**config.mk**
```make
export PLATFORM = sky130hd
export DESIGN_NAME = sdram_cmd_scheduler_flat
export DESIGN_NICKNAME = d
export VERILOG_FILES = /design/src/rtl/sdram_pkg.sv /design/src/rtl/sdram_cmd_scheduler_if.sv /design/src/rtl/sdram_ref_timer.sv /design/src/rtl/sdram_cmd_scheduler.sv /design/src/flat_wrapper.sv
export SDC_FILE = /design/constraint.sdc
export NUM_CORES = 1
export LEC_CHECK = 0
export CELL_PAD_IN_SITES_DETAIL_PLACEMENT = 2
export CELL_PAD_IN_SITES_GLOBAL_PLACEMENT = 2
export CORE_ASPECT_RATIO = 0.7
export CORE_MARGIN = 5
export CORE_UTILIZATION = 23
export CTS_CLUSTER_SIZE = 24
export DETAILED_ROUTE_END_ITERATION = 16
export PLACE_DENSITY = 0.79
export SYNTH_ARGS = -nofsm -noshare
export SYNTH_HDL_FRONTEND = slang
export SYNTH_SLANG_ARGS = --single-unit
```
**constraint.sdc**
```tcl
create_clock -name clk -period 2.4 [get_ports clk]
set_input_delay 0.48 -clock clk [delete_from_list [all_inputs] [get_ports clk]]
set_output_delay 0.48 -clock clk [all_outputs]
set_load 0.01 [all_outputs]
```
**src/rtl/sdram_pkg.sv**
```systemverilog
// Shared definitions for the SDRAM command scheduler: call encodings, FSM states,
// address field widths and timing defaults.
package sdram_pkg;

    localparam int BA_W   = 2;
    localparam int ROW_W  = 13;
    localparam int COL_W  = 9;
    localparam int ADDR_W = BA_W + ROW_W + COL_W;
    localparam int DATA_W = 16;
    localparam int CALL_W = 4;

    localparam logic [CALL_W-1:0] CALL_NONE = 4'b0000;
    localparam logic [CALL_W-1:0] CALL_WR   = 4'b1000;
    localparam logic [CALL_W-1:0] CALL_RD   = 4'b0100;
    localparam logic [CALL_W-1:0] CALL_REF  = 4'b0010;
    localparam logic [CALL_W-1:0] CALL_INIT = 4'b0001;

    localparam int REF_INTERVAL_DEF = 1040;
    localparam int DONE_TIMEOUT_DEF = 16384;
    localparam int TCNT_W_DEF       = 15;

    typedef enum logic [2:0] {
        S_INIT,
        S_IDLE,
        S_REF,
        S_WR,
        S_RD
    } state_e;

    typedef enum logic {
        SERVED_WR,
        SERVED_RD
    } served_e;

endpackage

```
**src/rtl/sdram_cmd_scheduler_if.sv**
```systemverilog
// Requester and engine bus of the scheduler. The slave modport is the scheduler's
// view; the master modport is the combined requester/engine side.
interface sdram_cmd_scheduler_if;
    import sdram_pkg::*;

    logic              wr_req;
    logic [ADDR_W-1:0] wr_addr;
    logic [DATA_W-1:0] wr_data;
    logic              wr_ack;
    logic              rd_req;
    logic [ADDR_W-1:0] rd_addr;
    logic [DATA_W-1:0] rd_data;
    logic              rd_valid;
    logic [CALL_W-1:0] sd_call;
    logic              sd_done;
    logic [ADDR_W-1:0] sd_addr;
    logic [DATA_W-1:0] sd_wdata;
    logic [DATA_W-1:0] sd_rdata;

    modport slave (
        input  wr_req, wr_addr, wr_data, rd_req, rd_addr, sd_done, sd_rdata,
        output wr_ack, rd_data, rd_valid, sd_call, sd_addr, sd_wdata
    );

    modport master (
        output wr_req, wr_addr, wr_data, rd_req, rd_addr, sd_done, sd_rdata,
        input  wr_ack, rd_data, rd_valid, sd_call, sd_addr, sd_wdata
    );

endinterface

```
**src/rtl/sdram_ref_timer.sv**
```systemverilog
// Refresh interval timer: raises ref_pending every REF_INTERVAL clocks once enabled
// and flags a late refresh when an interval expires with one still outstanding.
module sdram_ref_timer
    import sdram_pkg::*;
#(
    parameter int REF_INTERVAL = REF_INTERVAL_DEF,
    parameter int TCNT_W       = TCNT_W_DEF
) (
    input  logic clk,
    input  logic rst,
    input  logic en_i,
    input  logic clear_i,
    input  logic take_i,
    output logic ref_pending_o,
    output logic err_ref_late_o
);

    logic [TCNT_W-1:0] cnt_q;
    logic              pending_q;
    logic              late_q;
    logic              wrap;

    assign wrap = en_i && !clear_i && (cnt_q == TCNT_W'(REF_INTERVAL - 1));

    always_ff @(posedge clk) begin
        if (rst) begin
            cnt_q     <= '0;
            pending_q <= 1'b0;
            late_q    <= 1'b0;
        end else begin
            if (clear_i || wrap) begin
                cnt_q <= '0;
            end else if (en_i) begin
                cnt_q <= cnt_q + TCNT_W'(1);
            end
            // A wrap on the cycle the old request is granted starts a fresh request.
            if (wrap) begin
                pending_q <= 1'b1;
                if (pending_q && !take_i) begin
                    late_q <= 1'b1;
                end
            end else if (take_i) begin
                pending_q <= 1'b0;
            end
        end
    end

    assign ref_pending_o  = pending_q;
    assign err_ref_late_o = late_q;

endmodule

```
**src/rtl/sdram_cmd_scheduler.sv**
```systemverilog
// Sole driver of the SDRAM engine call vector: init, periodic refresh and
// alternating write/read service, each call guarded by a done watchdog.
module sdram_cmd_scheduler
    import sdram_pkg::*;
#(
    parameter int REF_INTERVAL = REF_INTERVAL_DEF,
    parameter int DONE_TIMEOUT = DONE_TIMEOUT_DEF,
    parameter int TCNT_W       = TCNT_W_DEF
) (
    input  logic                  clk,
    input  logic                  rst,
    sdram_cmd_scheduler_if.slave  bus,
    output logic                  init_done,
    output logic                  busy,
    output logic                  err_timeout,
    output logic                  err_ref_late
);

    state_e            state_q;
    served_e           last_q;
    logic [CALL_W-1:0] call_q;
    logic [ADDR_W-1:0] addr_q;
    logic [DATA_W-1:0] wdata_q;
    logic [DATA_W-1:0] rdata_q;
    logic              wr_ack_q;
    logic              rd_valid_q;
    logic              init_done_q;
    logic              err_timeout_q;
    logic [TCNT_W-1:0] wdog_q;

    logic ref_pending;
    logic ref_take;
    logic ref_clear;
    logic wdog_hit;

    assign ref_take  = (state_q == S_IDLE) && ref_pending;
    assign ref_clear = (state_q == S_INIT) && (call_q != CALL_NONE) && bus.sd_done;
    assign wdog_hit  = (wdog_q == TCNT_W'(DONE_TIMEOUT - 1));

    sdram_ref_timer #(
        .REF_INTERVAL (REF_INTERVAL),
        .TCNT_W       (TCNT_W)
    ) u_ref_timer (
        .clk            (clk),
        .rst            (rst),
        .en_i           (init_done_q),
        .clear_i        (ref_clear),
        .take_i         (ref_take),
        .ref_pending_o  (ref_pending),
        .err_ref_late_o (err_ref_late)
    );

    always_ff @(posedge clk) begin
        if (rst) begin
            state_q       <= S_INIT;
            last_q        <= SERVED_RD;
            call_q        <= CALL_NONE;
            addr_q        <= '0;
            wdata_q       <= '0;
            rdata_q       <= '0;
            wr_ack_q      <= 1'b0;
            rd_valid_q    <= 1'b0;
            init_done_q   <= 1'b0;
            err_timeout_q <= 1'b0;
            wdog_q        <= '0;
        end else begin
            wr_ack_q   <= 1'b0;
            rd_valid_q <= 1'b0;
            case (state_q)
                S_INIT: begin
                    // call_q == 0 here means a fresh start or a retry after a timeout.
                    if (call_q == CALL_NONE) begin
                        call_q <= CALL_INIT;
                        wdog_q <= '0;
                    end else if (bus.sd_done) begin
                        call_q      <= CALL_NONE;
                        init_done_q <= 1'b1;
                        state_q     <= S_IDLE;
                    end else if (wdog_hit) begin
                        call_q        <= CALL_NONE;
                        err_timeout_q <= 1'b1;
                    end else begin
                        wdog_q <= wdog_q + TCNT_W'(1);
                    end
                end
                S_IDLE: begin
                    wdog_q <= '0;
                    if (ref_pending) begin
                        call_q  <= CALL_REF;
                        state_q <= S_REF;
                    end else if (bus.wr_req && (!bus.rd_req || last_q == SERVED_RD)) begin
                        call_q  <= CALL_WR;
                        addr_q  <= bus.wr_addr;
                        wdata_q <= bus.wr_data;
                        state_q <= S_WR;
                    end else if (bus.rd_req) begin
                        call_q  <= CALL_RD;
                        addr_q  <= bus.rd_addr;
                        state_q <= S_RD;
                    end
                end
                S_REF, S_WR, S_RD: begin
                    // The call must fall on the done edge or the engine restarts.
                    if (bus.sd_done) begin
                        call_q  <= CALL_NONE;
                        state_q <= S_IDLE;
                        if (state_q == S_WR) begin
                            wr_ack_q <= 1'b1;
                            last_q   <= SERVED_WR;
                        end
                        if (state_q == S_RD) begin
                            rd_valid_q <= 1'b1;
                            rdata_q    <= bus.sd_rdata;
                            last_q     <= SERVED_RD;
                        end
                    end else if (wdog_hit) begin
                        call_q        <= CALL_NONE;
                        err_timeout_q <= 1'b1;
                        state_q       <= S_IDLE;
                    end else begin
                        wdog_q <= wdog_q + TCNT_W'(1);
                    end
                end
                default: begin
                    call_q  <= CALL_NONE;
                    state_q <= S_IDLE;
                end
            endcase
        end
    end

    assign bus.sd_call  = call_q;
    assign bus.sd_addr  = addr_q;
    assign bus.sd_wdata = wdata_q;
    assign bus.rd_data  = rdata_q;
    assign bus.wr_ack   = wr_ack_q;
    assign bus.rd_valid = rd_valid_q;
    assign init_done    = init_done_q;
    assign busy         = (call_q != CALL_NONE);
    assign err_timeout  = err_timeout_q;

endmodule

```
**src/flat_wrapper.sv**
```systemverilog
// flat-port wrapper written by rule: the top's interface ports become plain ports
module sdram_cmd_scheduler_flat import sdram_pkg::*;
#(
    parameter int REF_INTERVAL = REF_INTERVAL_DEF,
    parameter int DONE_TIMEOUT = DONE_TIMEOUT_DEF,
    parameter int TCNT_W       = TCNT_W_DEF
)
  (clk, rst, init_done, busy, err_timeout, err_ref_late, bus_wr_req, bus_wr_addr, bus_wr_data, bus_rd_req, bus_rd_addr, bus_sd_done, bus_sd_rdata, bus_wr_ack, bus_rd_data, bus_rd_valid, bus_sd_call, bus_sd_addr, bus_sd_wdata);
  sdram_cmd_scheduler_if bus_i ();
  input  logic clk;
  input  logic rst;
  output logic init_done;
  output logic busy;
  output logic err_timeout;
  output logic err_ref_late;
  input wire logic [$bits(bus_i.wr_req)-1:0] bus_wr_req;
  input wire logic [$bits(bus_i.wr_addr)-1:0] bus_wr_addr;
  input wire logic [$bits(bus_i.wr_data)-1:0] bus_wr_data;
  input wire logic [$bits(bus_i.rd_req)-1:0] bus_rd_req;
  input wire logic [$bits(bus_i.rd_addr)-1:0] bus_rd_addr;
  input wire logic [$bits(bus_i.sd_done)-1:0] bus_sd_done;
  input wire logic [$bits(bus_i.sd_rdata)-1:0] bus_sd_rdata;
  output wire logic [$bits(bus_i.wr_ack)-1:0] bus_wr_ack;
  output wire logic [$bits(bus_i.rd_data)-1:0] bus_rd_data;
  output wire logic [$bits(bus_i.rd_valid)-1:0] bus_rd_valid;
  output wire logic [$bits(bus_i.sd_call)-1:0] bus_sd_call;
  output wire logic [$bits(bus_i.sd_addr)-1:0] bus_sd_addr;
  output wire logic [$bits(bus_i.sd_wdata)-1:0] bus_sd_wdata;
  assign bus_i.wr_req = bus_wr_req;
  assign bus_i.wr_addr = bus_wr_addr;
  assign bus_i.wr_data = bus_wr_data;
  assign bus_i.rd_req = bus_rd_req;
  assign bus_i.rd_addr = bus_rd_addr;
  assign bus_i.sd_done = bus_sd_done;
  assign bus_i.sd_rdata = bus_sd_rdata;
  assign bus_wr_ack = bus_i.wr_ack;
  assign bus_rd_data = bus_i.rd_data;
  assign bus_rd_valid = bus_i.rd_valid;
  assign bus_sd_call = bus_i.sd_call;
  assign bus_sd_addr = bus_i.sd_addr;
  assign bus_sd_wdata = bus_i.sd_wdata;
  sdram_cmd_scheduler #(.REF_INTERVAL(REF_INTERVAL), .DONE_TIMEOUT(DONE_TIMEOUT), .TCNT_W(TCNT_W)) u_core (.clk(clk), .rst(rst), .bus(bus_i), .init_done(init_done), .busy(busy), .err_timeout(err_timeout), .err_ref_late(err_ref_late));
endmodule
```
Word level (Yosys, flattened, before mapping):

Cells that the tools add are included.

* bits in registers: 100
* bits of input ports: 85
* output and inout port bits: 66
* logic and storage cells: 92

* $add $sub $neg: 2
* equal/unequal tests: 10
* muxes and demuxes: 31
* bitwise operators: 4
* reductions and logical operators: 31

Operators with widths (number)
* $mux W24: 2
* $mux W15: 3
* $pmux W15 S3: 1
* $add A15 B1 Y15 const B: 2
* $mux W4: 6
* $mux W3: 7
* $eq A15 B11 Y1 const B: 1
* $eq A15 B14 Y1 const B: 1
* $reduce_and A3 Y1: 5
* $pmux W4 S3: 1
* $mux W1: 9
* $pmux W3 S3: 1
* $reduce_bool A2 Y1: 4
* $logic_and A1 B1 Y1: 7
* $eq A3 B2 Y1 const B: 2
* $reduce_or A3 Y1: 2
* $logic_not A4 Y1: 1
* $ne A2 B2 Y1 const B: 2
* $ne A4 B4 Y1 const B: 1
* $not A1 Y1: 4
* $reduce_and A2 Y1: 2
* $reduce_and A4 Y1: 1
* $reduce_bool A4 Y1: 1
* $eq A3 B1 Y1 const B: 1
* 8 further kinds: 11

Depth between registers and ports, before layout:

Gate-level depths: netlist of the first run.

* depth after elaboration: 8
* gate-level depth with buffers: 8
* depth with buffers taken out: 6

By module:

Synthesis of the first run repeated with hierarchy kept, for this count alone.

* cells, all modules: 497
* area, all modules: 4443.0 µm²

By module, submodules not included
* sdram_cmd_scheduler: instances 1, cells an instance 410, area an instance 3669.8 µm², seq. area each 1661.6 µm²
* sdram_ref_timer: instances 1, cells an instance 87, area an instance 773.2 µm², seq. area each 340.3 µm²

Least setup slack after synthesis of the first run:

OpenSTA, ideal clock, no wires.

* path kind: register -> register
* start: register u_core.call_q[3], in the netlist u_core.bus.sd_call[3]
* end: register u_core.u_ref_timer.late_q, in the netlist u_core.u_ref_timer.err_ref_late_o
* library setup time: 0.064 ns
* data arrival time: 1.757 ns
* required time: 2.336 ns
* path slack: 0.579 ns
* stages on the path, launching flop included: 7
* buffers on the path: 0
* clock period less this slack: 1.821 ns
* cells stage by stage: dfxtp_1 nor4_4 inv_2 and3_4 or4_4 o21ba_1 nor2_1

* longest elaborated chain between the ends: 7

Ends and longest elaborated chain
* start: declaration: RTL line sdram_cmd_scheduler.sv:21 `logic [CALL_W-1:0] call_q;`
* start signal: assignment: RTL line sdram_cmd_scheduler.sv:57 `call_q <= CALL_NONE;`
* start signal: assignment: RTL line sdram_cmd_scheduler.sv:73 `call_q <= CALL_INIT;`
* start signal: assignment: RTL line sdram_cmd_scheduler.sv:76 `call_q <= CALL_NONE;`
* $reduce_bool A4 Y1
* via busy: RTL line flat_wrapper.sv:13 `output logic busy;`
* $logic_and A1 B1 Y1 (2 in a row): RTL line sdram_cmd_scheduler.sv:37 `assign ref_clear = (state_q == S_INIT) && (call_q != CALL_NONE) && bus.sd_done;`
* $logic_not A1 Y1: RTL line sdram_ref_timer.sv:23 `assign wrap = en_i && !clear_i && (cnt_q == TCNT_W'(REF_INTERVAL - 1));`
* $logic_and A1 B1 Y1 (2 in a row): RTL line sdram_ref_timer.sv:23
* $reduce_and A2 Y1 (no line)
* end signal: assignment: RTL line sdram_ref_timer.sv:29 `late_q <= 1'b0;`
* end signal: assignment: RTL line sdram_ref_timer.sv:40 `late_q <= 1'b1;`
* end: declaration: RTL line sdram_ref_timer.sv:20 `logic late_q;`

The timed path passes the listed nets, and every way through them passes these cells.
A chain may end at the register's enable or synchronous reset.

Worst setup path in the final report of the first run:

* start: register u_core.call_q[3], in the netlist u_core.bus.sd_call[3]
* end: output busy

* longest elaborated chain between the ends: 1

Ends and longest elaborated chain
* $reduce_bool A4 Y1: RTL line sdram_cmd_scheduler.sv:139 `assign busy = (call_q != CALL_NONE);`
* end: declaration: RTL line flat_wrapper.sv:13

Every way passes these cells.

==> results of run 1 <==
## final timing paths
kind              cells past startpoint                     end             startpoint
setup / recovery                      3                    busy  u_core.bus.sd_call[3]
hold / removal                        2      u_core.err_timeout                    rst
setup reg to reg                      4  u_core.bus.sd_wdata[1]      u_core.state_q[1]
hold reg to reg                       2   u_core.bus.rd_data[5]  u_core.bus.rd_data[5]
## worst max-delay path, stage by stage (launching register included)
cell             delay (ns)
dfxtp_1                0.36
nor4_4                 0.42
inv_2                  0.11
clkdlybuf4s50_1        0.51
## through the flow
stage / util (%) / worst slack [ns]
2_1_floorplan: - / 0.579
3_3_place_gp: 32.7 / 0.186
3_5_place_dp: 32.7 / 0.189
4_1_cts: 34.1 / 0.120
5_1_grt: 34.1 / 0.0775
6_report: 34.1 / 0.171
## routing by layer
layer,GRT usage [%],share of wire (%)
met1,17.4,43
met2,26.5,49
met3,5.91,7.6
met4,3.02,1.0
met5,0,0
## sequential cells by signal, indices dropped and copies added, names as in the netlist
signal	flops
u_core.u_ref_timer.ref_pending_o	1
u_core.err_timeout	1
u_core.u_ref_timer.cnt_q	15
u_core.bus.sd_call	4
u_core.state_q	3
u_core.bus.wr_ack	1
u_core.u_ref_timer.err_ref_late_o	1
u_core.bus.rd_data	16
u_core.bus.sd_addr	24
u_core.bus.rd_valid	1
u_core.bus.sd_wdata	16
u_core.init_done	1
u_core.wdog_q	15
u_core.last_q	1
## where the power goes
part | internal (W) | switching [W]
Combinational | 0.000952 | 0.00104
Sequential | 0.00192 | 0.000187
Clock | 0.000710 | 0.000685
Total | 0.00358 | 0.00191
## cells in the final DEF, fill, tap and decap left out, drive strengths merged, types with 3 or more instances in the layout
| master | Yosys | routed |
|---|---|---|
| or2 | 4 | 4 |
| clkinv | 0 | 3 |
| clkbuf | 21 | 11 |
| nand2 | 129 | 129 |
| nand2b | 7 | 7 |
| o21ai | 9 | 9 |
| inv | 4 | 5 |
| or3 | 3 | 3 |
| nor3 | 11 | 11 |
| o22ai | 3 | 3 |
| a311oi | 24 | 24 |
| and3 | 5 | 5 |
| nand4 | 8 | 8 |
| and4 | 5 | 5 |
| nor4 | 3 | 3 |
| a31oi | 6 | 6 |
| xor2 | 7 | 7 |
| nand3 | 9 | 9 |
| dfxtp | 100 | 100 |
| nor2 | 68 | 68 |
| a21oi | 49 | 49 |
| mux2i | 3 | 3 |
| xnor2 | 12 | 12 |
| clkdlybuf4s50 | 0 | 149 |
| buf | 14 | 14 |
## area by class of cell
class / instances / area share [%]
sequential: 100 / 31.4
clock inverter: 4 / 0.549
multi-input combinational: 399 / 34.0
inverter: 4 / 0.235
clock buffer: 11 / 3.65
timing repair buffer: 163 / 25.4
tap: 242 / 4.75
## kinds of logic after synthesis
logic type	after synthesis	share of synthesized area, %
fa+ha+maj	2	0.576
simple gates	267	28.4
buf+inv	39	4.12
xor+xnor	19	3.83
mux	4	0.951
compound gates	107	16.0
flops	100	46.1
==> impl_metrics.ini, run 1 <==
[sta]
rsz0062_at_grt = false
slew_violations = 0
fin_worst_skew_ns = 0.0103
final.period_utilization_pct = 92.9
tns_ns = 0
setup_viol = 0
worst_pin_slew_ns = 0.654
max_freq_ghz = 0.449
hold_ws_ns = 0.354
fin_crit_ns = 2.23
maxSlewHeadroom_pct = 56.4
hold_violations = 0

[logic_synthesis]
synthTopCellsByCount = 129 x nand2_1, 100 x dfxtp_1, 67 x nor2_1, 49 x a21oi_1, 24 x a311oi_1
synth_ff_type = dfxtp_1
syn_inst = 538
mappedNetlistNets = 625
synthTopCellsByArea = dfxtp_1 46%, nand2_1 11%, nor2_1 5.8%
synth-seq-cells = 100
yosysMostFrequentCell = nand2_1
synth_top_cell_by_area = dfxtp_1
synthArstFlopShare_pct = 0
synth_edf_count = 0
synth.top_cell.area_share_pct = 46.1
ys_types = 59
synth_area_per_cell_um2 = 8.07
synth_warnings = 0
yosysSeqAreaShare_pct = 46.1
synth_area_um2 = 4340

[global_route]
first_global_vias = 5052
grtUsageTotal_pct = 15.0
gr-total-overflow = 0
grt_max_degree = 58
grt_pass1_wl_um = 26900
grt_antenna_before_repair = 0

[layout]
drive_gt1_share_pct = 6.31
seqCellArea_um2 = 2000
n_fill_cell = 2141
syn_to_final_growth_pct = 46.9
fin_nets = 764
diodes = 0
multi_input_area_um2 = 2170
fin_cells = 923
final_cell_area_um2 = 6380

[setup_path]
reg2reg_slack_ns = 0.32
crit_fanout = 5
worstSetupEndpointType = output port
critPathArrivalTime_ns = 1.75
critical_path_class = reg2out
startpoint_type = flip-flop
critPathRequiredTime_ns = 1.92

[run_status]
status = finished, final reports clean

[floorplanning]
row_count = 42
dieHeight_um = 125
start_util_pct = 23.2
die_area_um2 = 21800
fp.dieW_um = 174
ios = 151
core_um2 = 18700

[detailed_routing]
dr.pass1.iters = 4
drt_iter0_drc = 149
num_vias = 4413
drc_errors = 0
vias_per_cell = 4.78
post_drt_wl_per_cell_um = 17.9
wl_um = 16500
ant_nets = 0

[clock_tree]
htree_levels = 3
hold_buffers = 0
clock_latency_ns = 0.35
clock_sinks = 100
cts_buffers = 9
cts-resized-gates = 0
post_cts_buffers = 0
clockBufferDepth = 2
cts_tree = done
clock-root-buffer = clkbuf_16
clk_pin_slew_ns = 0.07

[power]
ir_drop_v = 0.000358
power_leakage_nw = 2.18
p_per_area_nw_per_um2 = 861
totalPowerFinal_w = 0.00549

[placement]
dp_cells = 908
dpl_cell_area_um2 = 6110
portBuffers = 150
place.gp.congestion = 0.780
dpl.hpwl_um = 12400

[job]
maxCapViolCount = 0

[worst_hold_path]
hold_class = in2reg
No activity file was read; power rests on OpenSTA's default activity.
==> run 2, diff against run 1 <==
--- a/config.mk
+++ b/config.mk
@@ -7,11 +7,11 @@
 export LEC_CHECK = 0
 export CELL_PAD_IN_SITES_DETAIL_PLACEMENT = 2
 export CELL_PAD_IN_SITES_GLOBAL_PLACEMENT = 2
-export CORE_ASPECT_RATIO = 0.7
-export CORE_MARGIN = 5
+export CORE_ASPECT_RATIO = 1.5
 export CORE_UTILIZATION = 23
 export CTS_CLUSTER_SIZE = 24
 export DETAILED_ROUTE_END_ITERATION = 16
+export HOLD_SLACK_MARGIN = 0.02
 export PLACE_DENSITY = 0.79
 export SYNTH_ARGS = -nofsm -noshare
 export SYNTH_HDL_FRONTEND = slang
==> run 2 against run 1 <==
  * Combinational power is essentially flat
  * Sequential share of layout area shrank 0.33 points
  * Die area shrank 11%
  * Fmax grew 3.8%
  * Utilization grew 0.66 points
  * Via count grew 2.3%
  * Largest cell class unchanged
==> impl_metrics.ini, run 2 (same netlist as run 1, synthesis figures left out) <==
[sta]
fin_crit_ns = 2.15
hold_ws_ns = 0.460
max_freq_ghz = 0.466
tns_ns = 0
maxSlewHeadroom_pct = 51.6
setup_viol = 0
hold_violations = 0
rsz0062_at_grt = false
slew_violations = 0
worst_pin_slew_ns = 0.721
fin_worst_skew_ns = 0.00912
final.period_utilization_pct = 89.5

[detailed_routing]
vias_per_cell = 4.83
ant_nets = 0
post_drt_wl_per_cell_um = 17.6
num_vias = 4514
drc_errors = 0
dr.pass1.iters = 4
drt_iter0_drc = 164
wl_um = 16500

[clock_tree]
clk_pin_slew_ns = 0.07
hold_buffers = 0
clock_latency_ns = 0.36
clockBufferDepth = 2
clock-root-buffer = clkbuf_16
cts_buffers = 9
post_cts_buffers = 0
cts_tree = done
cts-resized-gates = 0
clock_sinks = 100
htree_levels = 3

[floorplanning]
ios = 151
dieHeight_um = 170
start_util_pct = 23.4
die_area_um2 = 19400
row_count = 61
core_um2 = 18500
fp.dieW_um = 114

[layout]
fin_nets = 764
largest_register_ff_count = 24
fin_cells = 934
layout_commonest_cell = clkdlybuf4s50_1
diodes = 0
final_cell_mix = 149 x clkdlybuf4s50_1, 129 x nand2_1, 100 x dfxtp_1
drive_gt1_share_pct = 6.74
syn_to_final_growth_pct = 48.5
final_cell_area_um2 = 6440
n_fill_cell = 2087

[global_route]
grt_antenna_before_repair = 0
grt_max_degree = 49
gr-total-overflow = 0
grt_pass1_wl_um = 25400
grtUsageTotal_pct = 17.0
first_global_vias = 4966

[setup_path]
reg2reg_slack_ns = 0.25
critPathArrivalTime_ns = 2.43
cp-startpoint = u_core.state_q[0]
crit_fanout = 16
slowest_delay_ns = 0.64
cp-endpoint = u_core.bus.sd_wdata[4]
critPathRequiredTime_ns = 2.68
critical_path_class = reg2reg
reg2reg_to = u_core.bus.sd_wdata[4]
worstSetupEndpointType = flip-flop
r2r_cells = 4
crit_chain = or4b_1, nor2_2, nand2_1, a21oi_1
reg2reg_from = u_core.state_q[0]
startpoint_type = flip-flop
cp_slowest_cell = or4b_1

[worst_hold_path]
hold_class = reg2reg

[placement]
dp_cells = 918
portBuffers = 150
place.gp.congestion = 0.779
dpl.hpwl_um = 12100
dpl_cell_area_um2 = 6130

[power]
ir_drop_v = 0.000358
p_per_area_nw_per_um2 = 879
totalPowerFinal_w = 0.00566
power_leakage_nw = 2.20

[job]
maxCapViolCount = 0

[run_status]
status = finished, final reports clean
==> run 2: worst min-delay path by stage <==
stage	slack [ns]	start	to	cells after the start
floorplan	0.43	u_core.wdog_q[14]	u_core.wdog_q[14]	2
global placement	0.44	u_core.bus.rd_data[3]	u_core.bus.rd_data[3]	2
detailed placement	0.45	u_core.bus.rd_data[7]	u_core.bus.rd_data[7]	2
CTS	0.46	u_core.bus.sd_wdata[1]	u_core.bus.sd_wdata[1]	2
global route	0.48	u_core.bus.rd_data[7]	u_core.bus.rd_data[7]	2
finish	0.46	u_core.bus.sd_wdata[1]	u_core.bus.sd_wdata[1]	2
==> run 2: through the flow <==
stage	setup slack (ns)	utilization, %
floorplan	0.579	-
global placement	0.176	33.1
detailed placement	0.133	33.1
CTS	0.219	34.8
global route	0.0670	34.8
finish	0.252	34.8
==> run 2: worst max-delay path: cells and delay by family (launching register included) <==
family / cells / cell delay [ns]
AO/OA/AOI/OAI: 1 / 0.16
AND/OR/NAND/NOR: 3 / 1.36
flip-flops: 1 / 0.55
==> run 2: where the power goes <==
| part | internal (W) | total [W] | switching [W] |
|---|---|---|---|
| combinational | 0.000963 | 0.00199 | 0.00103 |
| sequential | 0.00192 | 0.00213 | 0.000212 |
| clock | 0.000847 | 0.00154 | 0.000695 |
==> run 2: area by class of cell <==
class	count	area, um^2	share of cell area, %
Clock inverter	6	71.3	1.11
Inverter	4	15.0	0.233
Timing Repair Buffer	163	1630	25.3
Multi-Input combinational cell	399	2170	33.7
Sequential cell	100	2000	31.1
Clock buffer	10	239	3.71
Tap cell	252	315	4.89
==> run 2: per-layer routing <==
metal  up-vias  wire length, um  GRT usage [%]  part of all wire, %
met5         -                0              0                    0
met4         0              520           7.79                  3.2
met3        29              384           2.49                  2.3
met2        87             9620           34.8                   58
met1      2259             5930           16.1                   36
li1       2139                -              -                    -
==> run 3, diff against run 2 <==
--- a/config.mk
+++ b/config.mk
@@ -8,11 +8,11 @@
 export CELL_PAD_IN_SITES_DETAIL_PLACEMENT = 2
 export CELL_PAD_IN_SITES_GLOBAL_PLACEMENT = 2
 export CORE_ASPECT_RATIO = 1.5
-export CORE_UTILIZATION = 23
+export CORE_UTILIZATION = 25
 export CTS_CLUSTER_SIZE = 24
 export DETAILED_ROUTE_END_ITERATION = 16
 export HOLD_SLACK_MARGIN = 0.02
-export PLACE_DENSITY = 0.79
+export PLACE_DENSITY = 0.85
 export SYNTH_ARGS = -nofsm -noshare
 export SYNTH_HDL_FRONTEND = slang
 export SYNTH_SLANG_ARGS = --single-unit
==> run 3 against run 2 <==
  * Global-route usage grew 1.2 points
  * Cell area shrank 1.3%
  * Utilization grew 2.9 points
  * Final cell count shrank 4.5%
  * Die area shrank 7.9%
  * Flip-flop and latch count is the same
  * Combinational power is essentially flat
  * Power shrank 2.8%
  * Clock skew grew 0.0025 ns
  * Via count shrank 2.0%
  * Largest power group unchanged
==> impl_metrics.ini, run 3 (same netlist as run 1, synthesis figures left out) <==
[run_status]
status = finished, final reports clean

[layout]
n_fill_cell = 1897
fin_nets = 764
seqCellArea_um2 = 2000
final_cell_area_um2 = 6360
syn_to_final_growth_pct = 46.6
largest_register_ff_count = 24
final_cell_mix = 149 x clkdlybuf4s50_1, 129 x nand2_1, 100 x dfxtp_1
multi_input_area_um2 = 2170
layout_commonest_cell = clkdlybuf4s50_1
drive_gt1_share_pct = 6.61

[clock_tree]
clockBufferDepth = 2
cts-resized-gates = 0
hold_buffers = 0
post_cts_buffers = 0
clock-root-buffer = clkbuf_16
clock_sinks = 100
clock_latency_ns = 0.35
cts_tree = done
cts_buffers = 9
clk_pin_slew_ns = 0.07
htree_levels = 3

[power]
p_comb_share_pct = 36.3
power_leakage_nw = 2.19
p_sw_share_pct = 34.1
seq_power_share_pct = 38.3
intPower_w = 0.00363
clkPwrFrac_pct = 25.4
p_per_area_nw_per_um2 = 865
net-switching-power_w = 0.00188
totalPowerFinal_w = 0.00551
ir_drop_v = 0.000386

[placement]
portBuffers = 150
dpl_cell_area_um2 = 6080
place.gp.congestion = 0.748
pre_cts_slack_ns = 0.0338
dpl.hpwl_um = 11900

[floorplanning]
start_util_pct = 25.7
die_area_um2 = 17900
ios = 151
core_um2 = 16900
dieHeight_um = 163
row_count = 58
fp.dieW_um = 110

[detailed_routing]
post_drt_wl_per_cell_um = 17.7
drc_errors = 0
ant_nets = 0
num_vias = 4424
wl_um = 15800
drt_iter0_drc = 184
dr.pass1.iters = 4
vias_per_cell = 4.96

[setup_path]
cp_slowest_cell = clkdlybuf4s50_1
crit_chain = nor4_4, inv_2, clkdlybuf4s50_1
startpoint_type = flip-flop
slowest_delay_ns = 0.50
critPathRequiredTime_ns = 1.92
worstSetupEndpointType = output port
critPathArrivalTime_ns = 1.77
crit_fanout = 5
critical_path_class = reg2out

[global_route]
grt_antenna_before_repair = 1
grt_max_degree = 49
first_global_vias = 5052
grt_pass1_wl_um = 25100
gr-total-overflow = 0
grtUsageTotal_pct = 18.2

[sta]
rsz0062_at_grt = false
max_freq_ghz = 0.445
final.period_utilization_pct = 93.7
worst_pin_slew_ns = 0.668
fin_worst_skew_ns = 0.0116
tns_ns = 0
slew_violations = 0
fin_crit_ns = 2.25
maxSlewHeadroom_pct = 55.2
setup_slack_ns = 0.151
hold_violations = 0
setup_viol = 0

[worst_hold_path]
hold_class = reg2reg

[job]
maxCapViolCount = 0
-- run 3: cell types whose count changed in the layout (fill, tap and decap cells not counted) --
cell       delta
inv_6         -2
clkbuf_8      +1
bufinv_16     -1
diode_2       +1
clkinv_2      +2
clkinv_4      -1
-- run 3: per-layer routing --
layer / up-vias / global-route usage [%] / wire length [um] / share of wire, %
met5: - / 0 / 0 / 0
met4: 0 / 7.15 / 385 / 2.4
met3: 21 / 2.71 / 474 / 3.0
met2: 80 / 36.5 / 9140 / 58
met1: 2184 / 18.0 / 5780 / 37
li1: 2139 / - / - / -
-- run 3: cell type report --
cell class,count,share of cell area (%)
antenna,1,0.0393
clock buffer,11,3.97
clock inverter,4,0.393
inverter,4,0.236
multi-input combinational,399,34.1
sequential,100,31.5
tap,210,4.13
timing repair buffer,163,25.6
-- run 3: path summary, 6_finish.rpt --
| check | start | to | slack [ns] | depth (start not counted) |
|---|---|---|---|---|
| max | u_core.bus.sd_call[0] | busy | 0.15 | 3 |
| min | u_core.bus.sd_wdata[13] | u_core.bus.sd_wdata[13] | 0.46 | 2 |
| max reg2reg | u_core.state_q[1] | u_core.bus.sd_wdata[9] | 0.31 | 4 |
| min reg2reg | u_core.bus.sd_wdata[13] | u_core.bus.sd_wdata[13] | 0.46 | 2 |
-- run 3: power by group through the flow --
stage	Clock (W)	Sequential, W	Combinational, W
final	0.00140	0.00211	0.00200
after global routing	0.00151	0.00214	0.00219
after global placement	0	0.00212	0.00192
after CTS	0.00144	0.00211	0.00204
after floorplan	0	0.00219	0.000972
after detailed placement	0	0.00214	0.00202
-- run 3: critical path, delay by kind of cell (launching register included) --
kind | cells | cell delay [ns]
buffers and inverters | 2 | 0.62
and+or+nand+nor | 1 | 0.45
DFF | 1 | 0.37
-- run 3: metrics by stage --
step / hold WS [ns] / utilization [%] / instances
6_report: 0.460 / 37.6 / 892
5_1_grt: 0.489 / 37.6 / 892
4_1_cts: 0.467 / 37.6 / 891
3_5_place_dp: 0.458 / 36.0 / 876
3_3_place_gp: 0.441 / 36.0 / 876
2_1_floorplan: 0.430 / - / 538
